$ cat config.mk
export PLATFORM = sky130hd
export DESIGN_NAME = fd_skid_stage
export DESIGN_NICKNAME = d
export VERILOG_FILES = /design/src/rtl/fd_pkg.sv /design/src/rtl/fd_payload_reg.sv /design/src/rtl/fd_skid_stage.sv
export SDC_FILE = /design/constraint.sdc
export NUM_CORES = 1
export LEC_CHECK = 0
export ABC_AREA = 1
export BUFFER_PORTS_ARGS = -buffer_cell sky130_fd_sc_hd__buf_4
export CAP_MARGIN = 40
export CORE_MARGIN = 2
export CORE_UTILIZATION = 52
export CTS_BUF_LIST = sky130_fd_sc_hd__clkbuf_8 sky130_fd_sc_hd__clkbuf_16
export DETAILED_ROUTE_END_ITERATION = 6
export PLACE_DENSITY = 0.83
export SLEW_MARGIN = 40
export SYNTH_ARGS = -nofsm -noshare
export SYNTH_HDL_FRONTEND = slang
export SYNTH_HIERARCHICAL = 1
export SYNTH_SLANG_ARGS = --single-unit
$ cat constraint.sdc
create_clock -name clk -period 2.6 [get_ports clk]
set_input_delay 0.52 -clock clk [delete_from_list [all_inputs] [get_ports clk]]
set_output_delay 0.52 -clock clk [all_outputs]
set_load 0.05 [all_outputs]
$ cat src/rtl/fd_pkg.sv
// Shared types and constants for the fetch->decode skid stage.
package fd_pkg;

    localparam logic [31:0] NOP_INSTR_DEFAULT = 32'h0000_0013;

    // Encoding is {skid_v, main_v}; 2'b10 is unreachable.
    typedef enum logic [1:0] {
        EMPTY = 2'b00,
        ONE   = 2'b01,
        FULL  = 2'b11
    } fd_state_e;

endpackage

$ cat src/rtl/fd_payload_reg.sv
// Load-enabled payload register; reset and clear both return it to the bubble value.
module fd_payload_reg #(
    parameter int               WIDTH  = 96,
    parameter logic [WIDTH-1:0] BUBBLE = '0
) (
    input  logic             clk,
    input  logic             rst,
    input  logic             clear_i,
    input  logic             load_i,
    input  logic [WIDTH-1:0] data_i,
    output logic [WIDTH-1:0] data_o
);

    logic [WIDTH-1:0] data_q;

    always_ff @(posedge clk) begin
        if (rst || clear_i) begin
            data_q <= BUBBLE;
        end else if (load_i) begin
            data_q <= data_i;
        end
    end

    assign data_o = data_q;

endmodule

$ cat src/rtl/fd_skid_stage.sv
// Fetch->decode stage with a 2-entry skid buffer and a registered f_ready.
// Define FD_SKID_PERF_EN to add the stall_cnt/flush_cnt performance counters.
module fd_skid_stage
    import fd_pkg::*;
#(
    parameter int                    DATA_WIDTH = 32,
    parameter int                    LANES      = 1,
    parameter logic [DATA_WIDTH-1:0] NOP_INSTR  = DATA_WIDTH'(NOP_INSTR_DEFAULT)
) (
    input  logic                        clk,
    input  logic                        rst,
    input  logic                        flush,
    input  logic                        f_valid,
    output logic                        f_ready,
    input  logic [LANES*DATA_WIDTH-1:0] f_instr,
    input  logic [DATA_WIDTH-1:0]       f_pc,
    input  logic [DATA_WIDTH-1:0]       f_pc4,
    output logic                        d_valid,
    input  logic                        d_ready,
    output logic [LANES*DATA_WIDTH-1:0] d_instr,
    output logic [DATA_WIDTH-1:0]       d_pc,
    output logic [DATA_WIDTH-1:0]       d_pc4
`ifdef FD_SKID_PERF_EN
    ,
    output logic [31:0]                 stall_cnt,
    output logic [31:0]                 flush_cnt
`endif
);

    typedef struct packed {
        logic [LANES*DATA_WIDTH-1:0] instr;
        logic [DATA_WIDTH-1:0]       pc;
        logic [DATA_WIDTH-1:0]       pc4;
    } fd_payload_t;

    localparam int PAYLOAD_W = $bits(fd_payload_t);
    localparam logic [LANES*DATA_WIDTH-1:0] NOP_LANES = {LANES{NOP_INSTR}};
    localparam logic [PAYLOAD_W-1:0] BUBBLE = {NOP_LANES, {2*DATA_WIDTH{1'b0}}};

    fd_state_e   state_q, state_d;
    logic        acc, pop;
    logic        mainLoad, mainFromSkid, skidLoad;
    fd_payload_t fetchPayload, mainIn, mainQ, skidQ;

    always_ff @(posedge clk) begin
        if (rst) begin
            state_q <= EMPTY;
        end else begin
            state_q <= state_d;
        end
    end

    // A beat offered during flush is discarded, so it never counts as accepted.
    assign acc = f_valid && f_ready && !flush;
    assign pop = d_valid && d_ready;

    always_comb begin
        state_d = state_q;
        if (flush) begin
            state_d = EMPTY;
        end else begin
            case (state_q)
                EMPTY:   if (acc) state_d = ONE;
                ONE: begin
                    if (acc && !pop)      state_d = FULL;
                    else if (!acc && pop) state_d = EMPTY;
                end
                FULL:    if (pop) state_d = ONE;
                default: state_d = EMPTY;
            endcase
        end
    end

    always_comb begin
        f_ready      = (state_q != FULL);
        d_valid      = (state_q == ONE) || (state_q == FULL);
        mainLoad     = 1'b0;
        mainFromSkid = 1'b0;
        skidLoad     = 1'b0;
        case (state_q)
            EMPTY: mainLoad = acc;
            ONE: begin
                mainLoad = acc && pop;
                skidLoad = acc && !pop;
            end
            FULL: begin
                mainLoad     = pop;
                mainFromSkid = 1'b1;
            end
            default: ;
        endcase
    end

    always_comb begin
        fetchPayload.instr = f_instr;
        fetchPayload.pc    = f_pc;
        fetchPayload.pc4   = f_pc4;
        mainIn             = mainFromSkid ? skidQ : fetchPayload;
    end

    fd_payload_reg #(
        .WIDTH  (PAYLOAD_W),
        .BUBBLE (BUBBLE)
    ) u_main (
        .clk     (clk),
        .rst     (rst),
        .clear_i (flush),
        .load_i  (mainLoad),
        .data_i  (mainIn),
        .data_o  (mainQ)
    );

    fd_payload_reg #(
        .WIDTH  (PAYLOAD_W),
        .BUBBLE (BUBBLE)
    ) u_skid (
        .clk     (clk),
        .rst     (rst),
        .clear_i (flush),
        .load_i  (skidLoad),
        .data_i  (fetchPayload),
        .data_o  (skidQ)
    );

    // PC fields keep the last loaded beat; only the instruction lanes bubble when empty.
    assign d_instr = d_valid ? mainQ.instr : NOP_LANES;
    assign d_pc    = mainQ.pc;
    assign d_pc4   = mainQ.pc4;

`ifdef FD_SKID_PERF_EN
    logic [31:0] stallCnt_q, stallCnt_d;
    logic [31:0] flushCnt_q, flushCnt_d;

    always_comb begin
        stallCnt_d = stallCnt_q + {31'd0, (d_valid && !d_ready)};
        flushCnt_d = flushCnt_q + {31'd0, flush};
    end

    always_ff @(posedge clk) begin
        if (rst) begin
            stallCnt_q <= '0;
            flushCnt_q <= '0;
        end else begin
            stallCnt_q <= stallCnt_d;
            flushCnt_q <= flushCnt_d;
        end
    end

    assign stall_cnt = stallCnt_q;
    assign flush_cnt = flushCnt_q;
`endif

endmodule
==> impl_metrics.yaml, run 1 <==
placed_design:
  portBuffers: 198
  gp_congestion: 0.788
  preCtsSetupSlack_ns: 0.403
  dp_hpwl_mm: 14.0
clock_tree:
  insertion_delay_ns: 0.43
  cts-resized-gates: 0
  root_buffer: "clkbuf_16"
  postCtsHoldBufs: 0
  numCtsBuffers: 17
  cts.sinks: 194
  cts_tree: "done"
  h-tree-depth: 4
  cts.reportedPaths.clkPinSlew_ns: 0.07
  cts_setup_buffers: 0
  cts_buffer_depth: 2
timing:
  worstMarginPinSlew_ns: 0.651
  finalClockSkew_ns: 0.0115
  min_period_ns: 2.46
  setup_slack_ns: 0.138
  post-route-period-util: 0.947
  final-hold-violation-count: 0
  drv_slew: 0
  fmax_mhz: 406
  setup_viol: 0
  tns_ns: 0
  slew_headroom: 0.566
  rsz0062_at_grt: "false"
floorplanning:
  coreArea_um2: 18000
  dieArea_um2: 19500
  rows: 49
  die_w_um: 140
  initial_core_util: 0.531
  io_pins: 199
  die_h_um: 140
layout:
  nFillCells: 1668
  nets: 1874
  drive_gt1_frac: 0.145
  diodes: 0
  final_util: 0.645
  area_delta_synth_final_pct: 21.6
routing:
  wl_met2_mm: 10.5
  antenna_left: 0
  wl_met3_mm: 1.43
  detail_route.wl_per_cell_um: 10.9
  route.vias.total: 9009
  wl_met1_mm: 9.68
  drc: 0
  wl_mm: 21.9
  drtPass1Iterations: 5
  top_layer_used: "met4"
  drt-initial-drc-count: 513
  routed_via_density: 4.48
synth:
  synth_nets: 1727
  synth-seq-cells: 194
  synth_compound_area_frac: 0.00235
  synth-edff-count: 0
  synthAdderAreaFrac: 0.00654
  postSynthAreaPerCell_um2: 5.90
  synth_top_family_by_area: "simple AND/OR/NAND/NOR gates"
  yosysTopAreaCell: "dfxtp_1"
  synth_most_common_cell: "nand2_1"
  synth-simple-area-share: 0.438
  synthCells: 1621
  synthArstFlopShare: 0
  seq_area_frac_synth: 0.406
  synth_ff_type: "dfxtp_1"
  synth_area_leaders: "dfxtp_1 (41%), nand2_1 (28%), nor2_1 (15%)"
  synth_top_area_share: 0.406
  yosys_warnings: 6
  syn_area_um2: 9570
  ys_types: 20
  synth-xor-area-share: 0
  synthTopCellsByCount: "nand2_1 (710), nor2_1 (377), inv_1 (225)"
  synth_mux_area_frac: 0
critical_path:
  arrival_ns: 1.94
  critPathMaxFanout: 52
  crit_required_ns: 2.08
  worstSetupPathType: "flip-flop to output pin"
  cp-start-kind: "flip-flop"
  setup.worst_path.end_class: "output pin"
job:
  drv_cap: 0
min_path:
  min_path_type: "primary input to flip-flop"
global_route:
  grt_pass1_wl_mm: 36.6
  grt_overflow: 0
  grt_max_degree: 119
  grt_pass1_vias: 8046
  track_usage: 0.225
  grt_antenna_before_repair: 0
status:
  status: "completed"
pwr:
  power.density_nw_per_um2: 575
  leakagePower_uw: 0.00613
  power_uw: 6690
  peakVddDrop_uv: 456
[power by group]
group	leakage, uW	switching, uW	internal (uW)
sequential	0.00157	34.1	3030
combinational	0.00426	527	324
clock	0.000306	1150	1620
total	0.00613	1710	4980
[through the flow]
stage / instances / area (um^2) / hold slack, ns
finish: 2010 / 11600 / 0.323
global route: 2010 / 11600 / 0.328
CTS: 2010 / 11600 / 0.304
detailed placement: 1978 / 11000 / 0.445
global placement: 1978 / 11000 / 0.439
floorplan: 1621 / 9570 / 0.421
[layout by cell type (no fill, tap or decap)]
cell type / n
nor2_4: 2
clkbuf_8: 4
a21oi_1: 2
ha_4: 1
ha_1: 4
o21ai_1: 1
or2_4: 1
dfxtp_1: 194
inv_4: 1
nor4_2: 1
buf_4: 210
clkinv_4: 2
buf_12: 5
nand4_1: 1
o21a_1: 1
clkinv_2: 2
or2_2: 3
nand2_1: 710
clkbuf_16: 17
nand3_2: 1
nor2_1: 377
bufinv_16: 3
nand3_1: 9
inv_1: 224
clkinvlp_4: 2
inv_6: 3
[final timing paths]
kind | start | to | slack [ns] | depth (start not counted)
setup / recovery | state_q[1] | d_instr[31] | 0.14 | 4
hold / removal | f_instr[4] | u_skid/data_o[68] | 0.32 | 3
setup reg to reg | state_q[1] | u_main/data_o[65] | 0.36 | 8
hold reg to reg | u_main/data_o[68] | u_main/data_o[68] | 0.46 | 2
[final cells by class]
class / instances / area (um^2) / share of cell area
clock buffers: 21 / 480 / 0.0413
clock inverters: 11 / 150 / 0.0129
inverters: 226 / 856 / 0.0736
multi-input cells: 1114 / 4300 / 0.370
flip-flops and latches: 194 / 3880 / 0.334
well taps: 229 / 287 / 0.0246
repair buffers: 215 / 1680 / 0.144
[critical path: stages (launching register included)]
cell,delay [ns]
dfxtp_1,0.44
ha_4,0.21
buf_4,0.48
o21a_1,0.17
buf_4,0.20
[layer usage]
| metal | global-route usage | vias up |
|---|---|---|
| met5 | 0 | - |
| met4 | 0.0721 | 0 |
| met3 | 0.0616 | 20 |
| met2 | 0.392 | 213 |
| met1 | 0.270 | 3884 |
| li1 | - | 4892 |
[state kept, by name (all words and copies together), names as in the netlist]
| name | cells |
|---|---|
| state_q | 2 |
| u_skid/data_o | 96 |
| u_main/data_o | 96 |
[cell families after synthesis]
kind of cell,Yosys count
fa+ha+maj,5
buf+inv,313
flops,194
simple gates,1105
compound gates,4
(Power assumes the default switching activity.)
==> inputs of run 2 (changes only) <==
--- a/config.mk
+++ b/config.mk
@@ -12,9 +12,8 @@
 export CORE_UTILIZATION = 52
 export CTS_BUF_LIST = sky130_fd_sc_hd__clkbuf_8 sky130_fd_sc_hd__clkbuf_16
 export DETAILED_ROUTE_END_ITERATION = 6
-export PLACE_DENSITY = 0.83
+export PLACE_DENSITY = 0.84
 export SLEW_MARGIN = 40
 export SYNTH_ARGS = -nofsm -noshare
 export SYNTH_HDL_FRONTEND = slang
-export SYNTH_HIERARCHICAL = 1
 export SYNTH_SLANG_ARGS = --single-unit
==> run 2 against run 1 <==
- sequential power barely moved
- sequential cell count did not move
- fmax rose by 7.3%
- critical endpoint unchanged
==> impl_metrics.yaml, run 2 <==
status:
  status: "completed"
timing:
  holdWs_ns: 0.355
  setup_viol: 0
  tns_ns: 0
  min_period_ns: 2.29
  finalClockSkew_ns: 0.00706
  post-route-period-util: 0.882
  setup_slack_ns: 0.306
  fmax_mhz: 436
  final-hold-violation-count: 0
  worstMarginPinSlew_ns: 0.789
  rsz0062_at_grt: "false"
  slew_headroom: 0.474
  drv_slew: 0
routing:
  route.vias.total: 8110
  antenna_left: 0
  drc: 0
  wl_mm: 22.3
  routed_via_density: 5.28
  drt-initial-drc-count: 557
  top_layer_used: "met4"
  drtPass1Iterations: 6
  wl_met3_mm: 1.73
  wl_met1_mm: 9.55
  wl_met2_mm: 10.7
  detail_route.wl_per_cell_um: 14.5
synth:
  yosysTopAreaCell: "dfxtp_1"
  synth-edff-count: 0
  seq_area_frac_synth: 0.426
  syn_area_um2: 9110
  synth_most_common_cell: "nand2_1"
  synthArstFlopShare: 0
  ys_types: 22
  synth_top_area_share: 0.426
  postSynthAreaPerCell_um2: 7.45
  synth_nets: 1330
  synth_area_leaders: "dfxtp_1 (43%), nand2_1 (13%), a21oi_1 (10%)"
  synthTopCellsByCount: "nand2_1 (324), dfxtp_1 (194), a21oi_1 (190)"
  synthCells: 1224
  synth-seq-cells: 194
  synth_ff_type: "dfxtp_1"
  yosys_warnings: 0
clock_tree:
  numCtsBuffers: 17
  cts-resized-gates: 0
  cts_buffer_depth: 2
  h-tree-depth: 4
  cts.sinks: 194
  cts_setup_buffers: 0
  cts_tree: "done"
  root_buffer: "clkbuf_16"
  insertion_delay_ns: 0.43
  postCtsHoldBufs: 0
  cts.reportedPaths.clkPinSlew_ns: 0.07
pwr:
  peakVddDrop_uv: 483
  power.density_nw_per_um2: 587
  leakagePower_uw: 0.00425
critical_path:
  r2r_start: "state_q[1]"
  crit_path_start: "state_q[0]"
  crit_slowest_cell: "dfxtp_1"
  cpPeakStageDelay_ns: 0.45
  reg2reg_depth: 8
  critPathMaxFanout: 20
  worstPathCellList: "ha_4 -> buf_4 -> o21a_1 -> buf_4"
  setup.worst_path.end_class: "output pin"
  worstSetupPathType: "flip-flop to output pin"
  cp-start-kind: "flip-flop"
  crit_top_cell: "buf_4"
  arrival_ns: 1.77
  crit_required_ns: 2.08
layout:
  area_delta_synth_final_pct: 17.6
  diodes: 0
  nets: 1404
  nFillCells: 1509
  final_common_cell: "nand2_1"
  mostFrequentLayoutCells: "nand2_1 (324), buf_4 (209), dfxtp_1 (194)"
  drive_gt1_frac: 0.194
floorplanning:
  coreArea_um2: 17200
  die_h_um: 136
  dieArea_um2: 18600
  die_w_um: 136
  rows: 48
  io_pins: 199
  initial_core_util: 0.529
placed_design:
  gp_congestion: 0.787
  preCtsSetupSlack_ns: 0.423
  portBuffers: 198
  dp_hpwl_mm: 13.9
global_route:
  grt_max_degree: 108
  grt_overflow: 0
  grt_pass1_wl_mm: 35.6
  grt_pass1_vias: 7397
  track_usage: 0.237
  grt_antenna_before_repair: 0
min_path:
  min_path_type: "primary input to flip-flop"
  hold_depth: 3
  hp-start: "f_instr[9]"
job:
  drv_cap: 0
==> run 2: final timing paths <==
check	end	slack [ns]
setup / recovery	d_instr[31]	0.31
hold / removal	u_skid.data_o[73]	0.36
hold reg to reg	u_main.data_o[64]	0.45
setup reg to reg	u_main.data_o[15]	0.41
==> run 2: metal layers <==
metal / GRT usage / up-vias
met5: 0 / -
met4: 0.0804 / 0
met3: 0.0481 / 25
met2: 0.389 / 296
met1: 0.311 / 3735
li1: - / 4054
==> run 2: per-stage QoR <==
step                      std cells  power (uW)  utilization  instance area (um^2)
after floorplan                1224        3690            -                  9110
after global placement         1504        3920        0.590                 10200
after detailed placement       1504        3930        0.590                 10200
after CTS                      1536        6340        0.622                 10700
after global routing           1536        6520        0.622                 10700
final                          1536        6300        0.622                 10700
==> run 2: cell families after synthesis <==
logic type / after synthesis / share of synthesized area
simple gates: 532 / 0.236
buf+inv: 202 / 0.120
compound gates: 198 / 0.109
flops: 194 / 0.426
mux: 93 / 0.102
fa+ha+maj: 5 / 0.00686
==> run 2: where the power goes <==
part           total [uW]  switching, uW  internal [uW]
clock                2430           1110           1310
sequential           3060           34.0           3030
combinational         806            512            294
==> run 2: worst max-delay path, delay by kind of cell, from the launching register on <==
family                     cells  cell delay, ns
buffers and inverters          2            0.51
DFF                            1            0.45
adders and majority gates      1            0.21
AOI/OAI and AO/OA              1            0.17
==> run 2: final cells by class <==
class                      instances  area (um^2)  area share
timing repair buffer             215         1680       0.157
clock inverter                    11         65.1     0.00607
clock buffer                      21          480      0.0448
tap                              225          282      0.0263
multi-input combinational        828         4170       0.389
sequential                       194         3880       0.362
inverter                          42          159      0.0148
